[src/rtl/mem_wb_dual_writeback.sv]
// MEM/WB stage for the dual-issue datapath: registers both lanes' results and drives
// the two register-file write ports, suppressing r0 writes and same-register collisions.
module mem_wb_dual_writeback #(
    parameter int DATA_W = 32,
    parameter int ADDR_W = 32,
    parameter int CNT_W  = 16
) (
    input  logic              clk,
    input  logic              btnc_i,
    input  logic              stall_i,
    input  logic              flush_i,
    input  logic              EX_MEM_valid_i,
    input  logic              EX_MEM_RegWrite_i,
    input  logic              EX_MEM_MemtoReg_i,
    input  logic [ADDR_W-1:0] EX_MEM_write_register_i,
    input  logic [DATA_W-1:0] alu_result_i,
    input  logic [DATA_W-1:0] mem_rdata_i,
    input  logic              EX_MEM_valid_r,
    input  logic              EX_MEM_RegWrite_r,
    input  logic              EX_MEM_MemtoReg_r,
    input  logic [ADDR_W-1:0] EX_MEM_write_register_r,
    input  logic [DATA_W-1:0] alu_result_r,
    input  logic [DATA_W-1:0] mem_rdata_r,
    output logic              MEM_WB_RegWrite_i,
    output logic [ADDR_W-1:0] MEM_WB_write_register_i,
    output logic [DATA_W-1:0] write_data_i,
    output logic              MEM_WB_RegWrite_r,
    output logic [ADDR_W-1:0] MEM_WB_write_register_r,
    output logic [DATA_W-1:0] write_data_r,
    output logic [31:0]       retire_count,
    output logic [CNT_W-1:0]  collision_count
);

    logic              valid_i_q, valid_r_q;
    logic              regwrite_i_q, regwrite_r_q;
    logic              written_i_q, written_r_q;
    logic              collide_q;
    logic [4:0]        dest_i_q, dest_r_q;
    logic [DATA_W-1:0] data_i_q, data_r_q;
    logic [31:0]       retire_q;
    logic [CNT_W-1:0]  coll_q;

    logic       qual_i_in, qual_r_in, collide_in;
    logic [1:0] retire_inc;

    // Only the low five destination bits name a register.
    logic unused_dest_bits;
    assign unused_dest_bits = ^{EX_MEM_write_register_i[ADDR_W-1:5],
                                EX_MEM_write_register_r[ADDR_W-1:5]};

    assign qual_i_in  = EX_MEM_valid_i & EX_MEM_RegWrite_i & (EX_MEM_write_register_i[4:0] != 5'd0);
    assign qual_r_in  = EX_MEM_valid_r & EX_MEM_RegWrite_r & (EX_MEM_write_register_r[4:0] != 5'd0);
    assign collide_in = qual_i_in & qual_r_in &
                        (EX_MEM_write_register_i[4:0] == EX_MEM_write_register_r[4:0]);
    assign retire_inc = {1'b0, EX_MEM_valid_i} + {1'b0, EX_MEM_valid_r};

    // Priority: reset, flush, stall, capture. A stall marks the held entry as already written.
    always_ff @(posedge clk or posedge btnc_i) begin
        if (btnc_i) begin
            valid_i_q    <= 1'b0;
            valid_r_q    <= 1'b0;
            regwrite_i_q <= 1'b0;
            regwrite_r_q <= 1'b0;
            written_i_q  <= 1'b0;
            written_r_q  <= 1'b0;
            collide_q    <= 1'b0;
            dest_i_q     <= '0;
            dest_r_q     <= '0;
            data_i_q     <= '0;
            data_r_q     <= '0;
            retire_q     <= '0;
            coll_q       <= '0;
        end else if (flush_i) begin
            valid_i_q <= 1'b0;
            valid_r_q <= 1'b0;
        end else if (stall_i) begin
            written_i_q <= 1'b1;
            written_r_q <= 1'b1;
        end else begin
            valid_i_q    <= EX_MEM_valid_i;
            valid_r_q    <= EX_MEM_valid_r;
            regwrite_i_q <= EX_MEM_RegWrite_i;
            regwrite_r_q <= EX_MEM_RegWrite_r;
            written_i_q  <= 1'b0;
            written_r_q  <= 1'b0;
            collide_q    <= collide_in;
            dest_i_q     <= EX_MEM_write_register_i[4:0];
            dest_r_q     <= EX_MEM_write_register_r[4:0];
            data_i_q     <= EX_MEM_MemtoReg_i ? mem_rdata_i : alu_result_i;
            data_r_q     <= EX_MEM_MemtoReg_r ? mem_rdata_r : alu_result_r;
            retire_q     <= retire_q + {30'd0, retire_inc};
            if (collide_in && (coll_q != {CNT_W{1'b1}})) begin
                coll_q <= coll_q + {{(CNT_W-1){1'b0}}, 1'b1};
            end
        end
    end

    // Lane r is younger, so on a shared destination it keeps the write and lane i drops it.
    assign MEM_WB_RegWrite_r = valid_r_q & regwrite_r_q & ~written_r_q & (dest_r_q != 5'd0);
    assign MEM_WB_RegWrite_i = valid_i_q & regwrite_i_q & ~written_i_q & (dest_i_q != 5'd0) & ~collide_q;

    assign MEM_WB_write_register_i = {{(ADDR_W-5){1'b0}}, dest_i_q};
    assign MEM_WB_write_register_r = {{(ADDR_W-5){1'b0}}, dest_r_q};
    assign write_data_i            = data_i_q;
    assign write_data_r            = data_r_q;
    assign retire_count            = retire_q;
    assign collision_count         = coll_q;

endmodule

[config.mk]
export PLATFORM = sky130hd
export DESIGN_NAME = mem_wb_dual_writeback
export DESIGN_NICKNAME = d
export VERILOG_FILES = /design/src/rtl/mem_wb_dual_writeback.sv
export SDC_FILE = /design/constraint.sdc
export NUM_CORES = 1
export LEC_CHECK = 0
export ABC_AREA = 1
export CAP_MARGIN = 10
export CORE_AREA = 3 3 147 149
export DETAILED_ROUTE_END_ITERATION = 10
export DIE_AREA = 0 0 150 152
export PLACE_DENSITY = 0.78
export SYNTH_ARGS = -nofsm -noshare
export SYNTH_HDL_FRONTEND = slang
export SYNTH_SLANG_ARGS = --single-unit
[constraint.sdc]
create_clock -name clk -period 6.45 [get_ports clk]
set_input_delay 1.29 -clock clk [delete_from_list [all_inputs] [get_ports clk]]
set_output_delay 1.29 -clock clk [all_outputs]
set_load 0.005 [all_outputs]
==> results of run 1 <==
==> kinds of logic (layout without fill, tap and decap cells) <==
| group | Yosys count | in the layout | synth area share (%) |
|---|---|---|---|
| xor+xnor | 31 | 31 | 3.93 |
| other cells | 1 | 54 | 0.0542 |
| flops | 128 | 128 | 46.3 |
| buf+inv | 154 | 373 | 11.8 |
| fa+ha+maj | 3 | 3 | 0.652 |
| compound gates | 145 | 145 | 10.6 |
| simple gates | 418 | 418 | 26.6 |
==> critical path: cells and delay by family <==
family | cells | cell delay (ns)
buf+inv | 4 | 1.62
simple gates | 4 | 1.10
xor+xnor | 1 | 0.16
==> power breakdown <==
group          total [mW]  switching (mW)  internal [mW]
Combinational       0.461           0.194          0.266
Clock                1.03           0.371          0.660
Sequential          0.942          0.0570          0.885
==> final cells by class <==
type,instances,share of cell area [%]
multi-input cells,651,30.1
repair buffers,276,26.8
clock inverters,12,1.79
well taps,270,3.29
clock buffers,20,4.35
inverters,65,2.41
flip-flops and latches,128,31.2
==> cell usage after synthesis <==
master / instances
conb_1: 1
o311ai_0: 1
nand4_1: 28
nand2_2: 3
o21ai_0: 15
nand3_1: 28
nor3_1: 10
clkinv_1: 1
nor4_1: 1
nor2_4: 5
xor2_1: 23
buf_2: 7
inv_1: 62
buf_1: 3
and2_1: 1
nor3_2: 3
a21oi_1: 128
nand3_4: 2
xnor2_1: 8
nor2_1: 100
nand2_4: 1
nand4_2: 1
clkbuf_4: 1
nor2_2: 8
fa_1: 1
nand3_2: 2
ha_1: 2
nand3b_1: 2
nand2b_1: 1
buf_6: 3
buf_4: 54
clkbuf_1: 21
o22ai_1: 1
inv_2: 1
dfrtp_1: 128
clkinv_2: 1
nand2_1: 222
==> routing by layer <==
metal  routed length [microns]  global-route usage (%)
met5                         0                       0
met4                       230                    3.66
met3                      1650                    5.96
met2                     10600                    31.4
met1                      8750                    22.8
==> flip-flops by register name (all words and copies together) (netlist names) <==
register and count:
valid_r_q 1, regwrite_i_q 1, write_data_r 32, dest_i_q 5, retire_count 32, collide_q 1, write_data_i 32, written_r_q 1
dest_r_q 5, regwrite_r_q 1, valid_i_q 1, collision_count 16
==> worst max path at each step <==
stage          slack [ns]                to  cells past startpoint  startpoint
2_1_floorplan        1.75         collide_q                      1      btnc_i
3_3_place_gp         2.05  retire_count[25]                      9     stall_i
3_5_place_dp         2.05  retire_count[25]                      9     stall_i
4_1_cts              2.51  retire_count[25]                      9     stall_i
5_1_grt              2.26  retire_count[25]                      9     stall_i
6_report             2.52  retire_count[25]                      9     stall_i
==> metrics by stage <==
stage / power, mW / setup WS (ns) / hold WS, ns
floorplan: 1.13 / 1.75 / 0.443
global placement: 1.41 / 2.05 / 0.467
detailed placement: 1.42 / 2.05 / 0.460
CTS: 2.46 / 2.51 / 0.484
global route: 2.55 / 2.26 / 0.522
finish: 2.43 / 2.52 / 0.482
==> metrics.txt, run 1 <==
status=finished clean; Fmax achieved=0.254 GHz; Max Cap Viol=0; Hold Startpoint=regwrite_i_q; R2R setup slack=4.34 ns; Worst-Skew Late Latency=0.41 ns; flop and latch count out of synthesis=128; first-pass GRT wire length=33800 microns; clock slew at reported path FFs=0.06 ns; Hold EP=regwrite_i_q; Final setup viols=0; Placed Instances=1390; Multi-input gate area=0.00309 sq mm; Layout area overhead=48.4%; Slew Limit Fails=0; Worst VDD drop=0.000176 V; die width=150 microns; yosys warns=0; relative slew slack=20.7%; Mapped Avg Cell Area=7.86 sq um; Seq. cell area=0.00320 sq mm; initial antenna violation count=0; clk root buf=clkbuf_16; register area share after synthesis=46.3%; CORE AREA=0.0203 sq mm; LEAKAGE=4.65 nW; GPL Wtd Cong=0.853; setup TNS=0 ns; vias in the first global route=6513; Synth Instances=880; Startpoint Class=input pin; most area-consuming cells after synthesis=dfrtp_1, nand2_1, a21oi_1; antenna violation net count after detailed routing=0; commonest non-fill, non-tap cells in the layout=clkdlybuf4s50_1, nand2_1, a21oi_1, dfrtp_1, nor2_1; Yosys cell types=37; unrepaired setup endpoints after global routing=no; Initial Utilization=34.1%; worst-path cell chain=clkdlybuf4s50_1 > inv_1 > nand2_4 > clkinv_2 > buf_4 > nand2_1 > nor2_2 > nand3_1 > xor2_1; R2R cell count=11; Setup crit end kind=register; H-tree Lvls=4; fin crit share=60.9%; worst-margin pin slew=1.19 ns; critical path class=input pin to register; slowest CP cell=buf_4; violation count after the first detailed-route iteration=330; CP Max Fanout=100; largest net degree at the start of global routing=101; PwrDens=237 mW/mm^2; r2r startpoint=retire_count[0]; Die ar.=0.0228 sq mm; Total GRT Usage=18.4%; slowest stage delay, CP=0.58 ns; Post-CTS Setup Bufs=0; Die Y=152 microns; Avg Vias per Cell=4.67; io pins=380; clock skew=0.0104 ns; Vias=6645; remaining global-route overflow=0; routed len/inst=14.9 microns; hold-fix buffers at CTS=0; RR Endpoint=retire_count[24]; final hold violation count=0; Filler cells=1900; fraction of layout cells with a size suffix above 1=5.47%; WP data arrival=4.23 ns; CTS max path bufs=2; synthesized area=0.00691 sq mm; ANT cells=0; # resized after CTS=0; nets=1344; Required @ worst endpoint=6.75 ns; Tmin final=3.93 ns; total routed wirelength=21200 microns; placed cell area=0.00963 sq mm; CTS tree=done; std cell rows=52; clk sinks=128; hold path depth=2; Yosys top cell by area=dfrtp_1; Num CTS Buffers=17; Non-Filler Instances=1422; Detailed Place HPWL=15400 microns; commonest non-fill, non-tap cell in the layout=clkdlybuf4s50_1; Buffers on Ports=271; drt first pass iters=5; post-route cell area=0.0103 sq mm; area share of the largest cell type after synthesis=46.3%; detailed-route DRC error count=0; final core occ=50.5%; Hold Path Class=register to register
Note: power is estimated with default switching activity, not from simulation.
==> run 2: changes to the inputs <==
- CORE_AREA: 3 3 147 149 -> 3 3 148 150
- DIE_AREA: 0 0 150 152 -> 0 0 151 153
- PLACE_DENSITY: 0.78 -> 0.77
- clock period: 6.45 -> 3.7 ns (I/O delays scaled with it)
==> metrics.txt, run 2 (synthesis results as in run 1) <==
status=finished clean; routed len/inst=14.9 microns (-0.49%); WP data arrival=2.89 ns (-1.34 ns); Fin Hold WS=0.484 ns (+0.00217 ns); antenna violation net count after detailed routing=0 (unchanged); Required @ worst endpoint=3.99 ns (-2.76 ns); critical path class=input pin to register; PwrDens=400 mW/mm^2 (+69%); Startpoint Class=input pin; Max Cap Viol=0 (unchanged); CP Max Fanout=3 (-97%); LEAKAGE=4.65 nW (about the same); Num CTS Buffers=17 (unchanged); Avg Vias per Cell=4.62 (-1.1%); worst-path cell chain=clkdlybuf4s50_1 > inv_1 > fa_1 > inv_1 > ha_1 > nand3_1 > nor3_2 > nand2_1 > nor2_1 > nand2_1 > xor2_1; detailed-route DRC error count=0 (unchanged); unrepaired setup endpoints after global routing=no; CORE AREA=0.0208 sq mm (+2.6%); drt first pass iters=4 (-1); slowest stage delay, CP=0.47 ns (-0.11 ns); clk root buf=clkbuf_16; pre-CTS setup slack=0.685 ns (-1.36 ns); Hold Startpoint=regwrite_i_q; commonest non-fill, non-tap cells in the layout=clkdlybuf4s50_1, nand2_1, a21oi_1, dfrtp_1, nor2_1; remaining global-route overflow=0 (unchanged); GPL Wtd Cong=0.848 (-0.60%); Final setup viols=0 (unchanged); relative slew slack=27.4% (+6.7 points); CTS tree=done; Setup crit end kind=register; fraction of layout cells with a size suffix above 1=5.63% (+0.16 points); std cell rows=53 (+1.9%); commonest non-fill, non-tap cell in the layout=clkdlybuf4s50_1; clock skew=0.00603 ns (-0.00441 ns); # resized after CTS=0 (unchanged); ANT cells=0 (unchanged); hold-fix buffers at CTS=0 (unchanged); clk sinks=128 (unchanged); CTS max path bufs=2 (unchanged); initial antenna violation count=0 (unchanged); clock slew at reported path FFs=0.06 ns (about the same); violation count after the first detailed-route iteration=385 (+17%); Slew Limit Fails=0 (unchanged); worst-margin pin slew=1.09 ns (-0.101 ns); Fmax achieved=0.385 GHz; nets=1346 (+0.15%); fin crit share=70.3%; Total GRT Usage=18.1% (-0.34 points); first-pass GRT wire length=33500 microns (-0.74%); Tmin final=2.60 ns; r2r startpoint=retire_count[0]; slowest CP cell=clkdlybuf4s50_1; io pins=380 (unchanged); Vias=6602 (-0.65%); Initial Utilization=33.2% (-0.86 points); Layout area overhead=48.5% (about the same); Die Y=153 microns (+0.66%); Hold Path Class=register to register; CP startpoint=EX_MEM_valid_i; worst setup margin=1.10 ns (-1.42 ns); setup TNS=0 ns (unchanged); die width=151 microns (+0.67%); H-tree Lvls=4 (unchanged); final hold violation count=0 (unchanged); Worst VDD drop=0.000287 V (+63%); Post-CTS Setup Bufs=0 (unchanged); vias in the first global route=6514 (+0.015%); largest net degree at the start of global routing=54 (-47%); Buffers on Ports=271 (unchanged); Detailed Place HPWL=15400 microns (+0.22%); Die ar.=0.0231 sq mm (+1.3%); total routed wirelength=21200 microns (unchanged); Worst-Skew Late Latency=0.41 ns (about the same); Filler cells=1997 (+5.1%); final core occ=49.3% (-1.3 points)
-- run 2: cell types whose count changed in the layout (fill, tap and decap cells not counted) --
cell       change
clkinv_2       +4
buf_12         +2
bufinv_16      -2
clkbuf_8       +2
clkinv_4       -2
inv_4          -1
inv_6          -1
-- run 2: through the flow --
step | std cells | area, sq um | total power, mW
finish | 1429 | 10300 | 4.11
global route | 1429 | 10300 | 4.32
CTS | 1429 | 10300 | 4.16
detailed placement | 1397 | 9680 | 2.47
global placement | 1397 | 9680 | 2.45
floorplan | 933 | 7120 | 1.97
-- run 2: critical path, delay by kind of cell --
kind,cells,cell delay (ns)
xor gates and xnor gates,1,0.15
adders and majority gates,2,0.62
buffers and inverters,3,0.65
and+or+nand+nor,5,0.72
-- run 2: cell type report --
| class | count | area, sq um | share of cell area [%] |
|---|---|---|---|
| Clock buffer | 22 | 474 | 4.62 |
| Timing Repair Buffer | 278 | 2790 | 27.2 |
| Multi-Input combinational cell | 651 | 3090 | 30.1 |
| Sequential cell | 128 | 3200 | 31.2 |
| Inverter | 65 | 249 | 2.43 |
| Tap cell | 275 | 344 | 3.35 |
| Clock inverter | 10 | 110 | 1.07 |
-- run 2: final timing paths --
kind	to	slack [ns]	cells past startpoint
hold reg to reg	regwrite_i_q	0.48	2
max in group asynchronous	write_data_i[30]	2.13	3
setup / recovery	retire_count[18]	1.10	11
setup reg to reg	retire_count[18]	1.61	10
hold / removal	regwrite_i_q	0.48	2
min in group asynchronous	write_data_r[13]	0.83	2
-- run 2: routing by layer --
layer  part of all wire [%]  wire [microns]  global-route usage (%)  vias to the layer above
met2                     48           10100                    29.7                      252
li1                       -               -                       -                     3247
met1                     42            8910                    22.6                     3061
met3                    7.8            1660                    5.10                       42
met4                    2.7             569                    6.43                        0
met5                      0               0                       0                        -
-- run 2: power breakdown --
part / internal, mW / switching [mW] / total, mW
logic: 0.468 / 0.339 / 0.806
clock network: 1.04 / 0.620 / 1.66
registers: 1.54 / 0.0959 / 1.64
==> run 3: changes to the inputs <==
- clock period: 3.7 -> 2.7 ns (I/O delays scaled with it)
==> metrics.txt, run 3 (synthesis results as in run 1) <==
GPL Wtd Cong=0.841 (-0.87%); CORE AREA=0.0208 sq mm (unchanged); PwrDens=538 mW/mm^2 (+34%); drt first pass iters=5 (+1); violation count after the first detailed-route iteration=302 (-22%); std cell rows=53 (unchanged); worst-margin pin slew=1.10 ns (+0.00928 ns); status=finished clean; Initial Utilization=33.2% (unchanged); hold-fix buffers at CTS=0 (unchanged); final hold violation count=0 (unchanged); setup TNS=0 ns (unchanged); pre-CTS setup slack=-0.0963 ns (-0.781 ns); io pins=380 (unchanged); Fmax achieved=0.413 GHz; H-tree Lvls=4 (unchanged); Required @ worst endpoint=3.04 ns (-0.95 ns); placed cell area=0.00979 sq mm (+1.2%); clk root buf=clkbuf_16; post-route cell area=0.0104 sq mm (+0.91%); Setup crit end kind=register; Worst VDD drop=0.000400 V (+40%); worst setup margin=0.280 ns (-0.820 ns); Avg Vias per Cell=4.63 (+0.32%); fraction of layout cells with a size suffix above 1=6.69% (+1.1 points); clock skew=0.00898 ns (+0.00295 ns); fin crit share=89.6%; die width=151 microns (unchanged); commonest non-fill, non-tap cells in the layout=clkdlybuf4s50_1, nand2_1, a21oi_1, dfrtp_1, nor2_1; Hold Path Class=input pin to asynchronous set/reset pin; Max Cap Viol=0 (unchanged); CTS tree=done; total routed wirelength=21400 microns (+0.74%); routed len/inst=14.8 microns (about the same); Die Y=153 microns (unchanged); clock slew at reported path FFs=0.06 ns (about the same); Startpoint Class=input pin; Post-CTS Setup Bufs=0 (unchanged); Slew Limit Fails=0 (unchanged); ANT cells=0 (unchanged); R2R setup slack=0.59 ns (-1.02 ns); largest net degree at the start of global routing=76 (+41%); vias in the first global route=6462 (-0.80%); Layout area overhead=49.8%; remaining global-route overflow=0 (unchanged); r2r startpoint=retire_count[0]; Filler cells=2011 (+0.70%); WP data arrival=2.76 ns (-0.13 ns); detailed-route DRC error count=0 (unchanged); commonest non-fill, non-tap cell in the layout=clkdlybuf4s50_1; Worst-Skew Late Latency=0.42 ns (about the same); Seq. cell area=0.00320 sq mm (unchanged); first-pass GRT wire length=33800 microns (+0.72%); final core occ=49.7% (+0.45 points); relative slew slack=26.8% (-0.62 points); Buffers on Ports=271 (unchanged); critical path class=input pin to register; Num CTS Buffers=17 (unchanged); initial antenna violation count=0 (unchanged); CP startpoint=EX_MEM_valid_i; Final setup viols=0 (unchanged); Fin Hold WS=0.477 ns (-0.00784 ns); Total GRT Usage=18.2% (+0.14 points); LEAKAGE=4.70 nW (+1.1%); # resized after CTS=0 (unchanged); Vias=6679 (+1.2%); CP Max Fanout=3 (unchanged); Die ar.=0.0231 sq mm (unchanged); Multi-input gate area=0.00309 sq mm (unchanged); antenna violation net count after detailed routing=0 (unchanged); Tmin final=2.42 ns; unrepaired setup endpoints after global routing=no; nets=1358 (+0.89%); CTS max path bufs=2 (unchanged); Detailed Place HPWL=15600 microns (+1.7%); clk sinks=128 (unchanged)
-- run 3: worst paths after layout --
kind                       cells past startpoint          endpoint
max in group asynchronous                      3  write_data_i[28]
setup / recovery                              11  retire_count[14]
hold reg to reg                                2      regwrite_i_q
hold / removal                                 2  retire_count[17]
min in group clk                               2      regwrite_i_q
setup reg to reg                              10  retire_count[14]
-- run 3: metrics by stage --
step           total power [mW]  cells
6_report                   5.57   1441
5_1_grt                    5.86   1441
4_1_cts                    5.65   1441
3_5_place_dp               3.40   1409
3_3_place_gp               3.38   1409
2_1_floorplan              2.70    933
-- run 3: routing by layer --
layer,vias up,global-route usage (%),wire length [microns]
li1,3274,-,-
met1,3134,23.2,8930
met2,237,30.0,10300
met3,34,5.28,1720
met4,0,5.22,402
met5,-,0,0
-- run 3: area by class of cell --
cell class                 instances  area share, %
timing repair buffer             290           28.1
sequential                       128           30.9
multi-input combinational        651           29.9
tap                              275           3.32
clock inverter                    14           1.29
inverter                          65           2.40
clock buffer                      18           4.14
-- run 3: where the power goes --
group / total, mW / switching (mW) / internal [mW]
Combinational: 1.12 / 0.465 / 0.655
Sequential: 2.24 / 0.128 / 2.11
Clock: 2.21 / 0.934 / 1.28
Total: 5.57 / 1.53 / 4.05
-- run 3: critical path, cell delays in order --
cell             delay, ns
clkdlybuf4s50_1       0.48
inv_1                 0.08
fa_1                  0.45
inv_1                 0.09
ha_1                  0.15
nand3_1               0.13
nor3_2                0.19
nand2_1               0.14
nor2_1                0.21
buf_4                 0.15
xor2_1                0.14
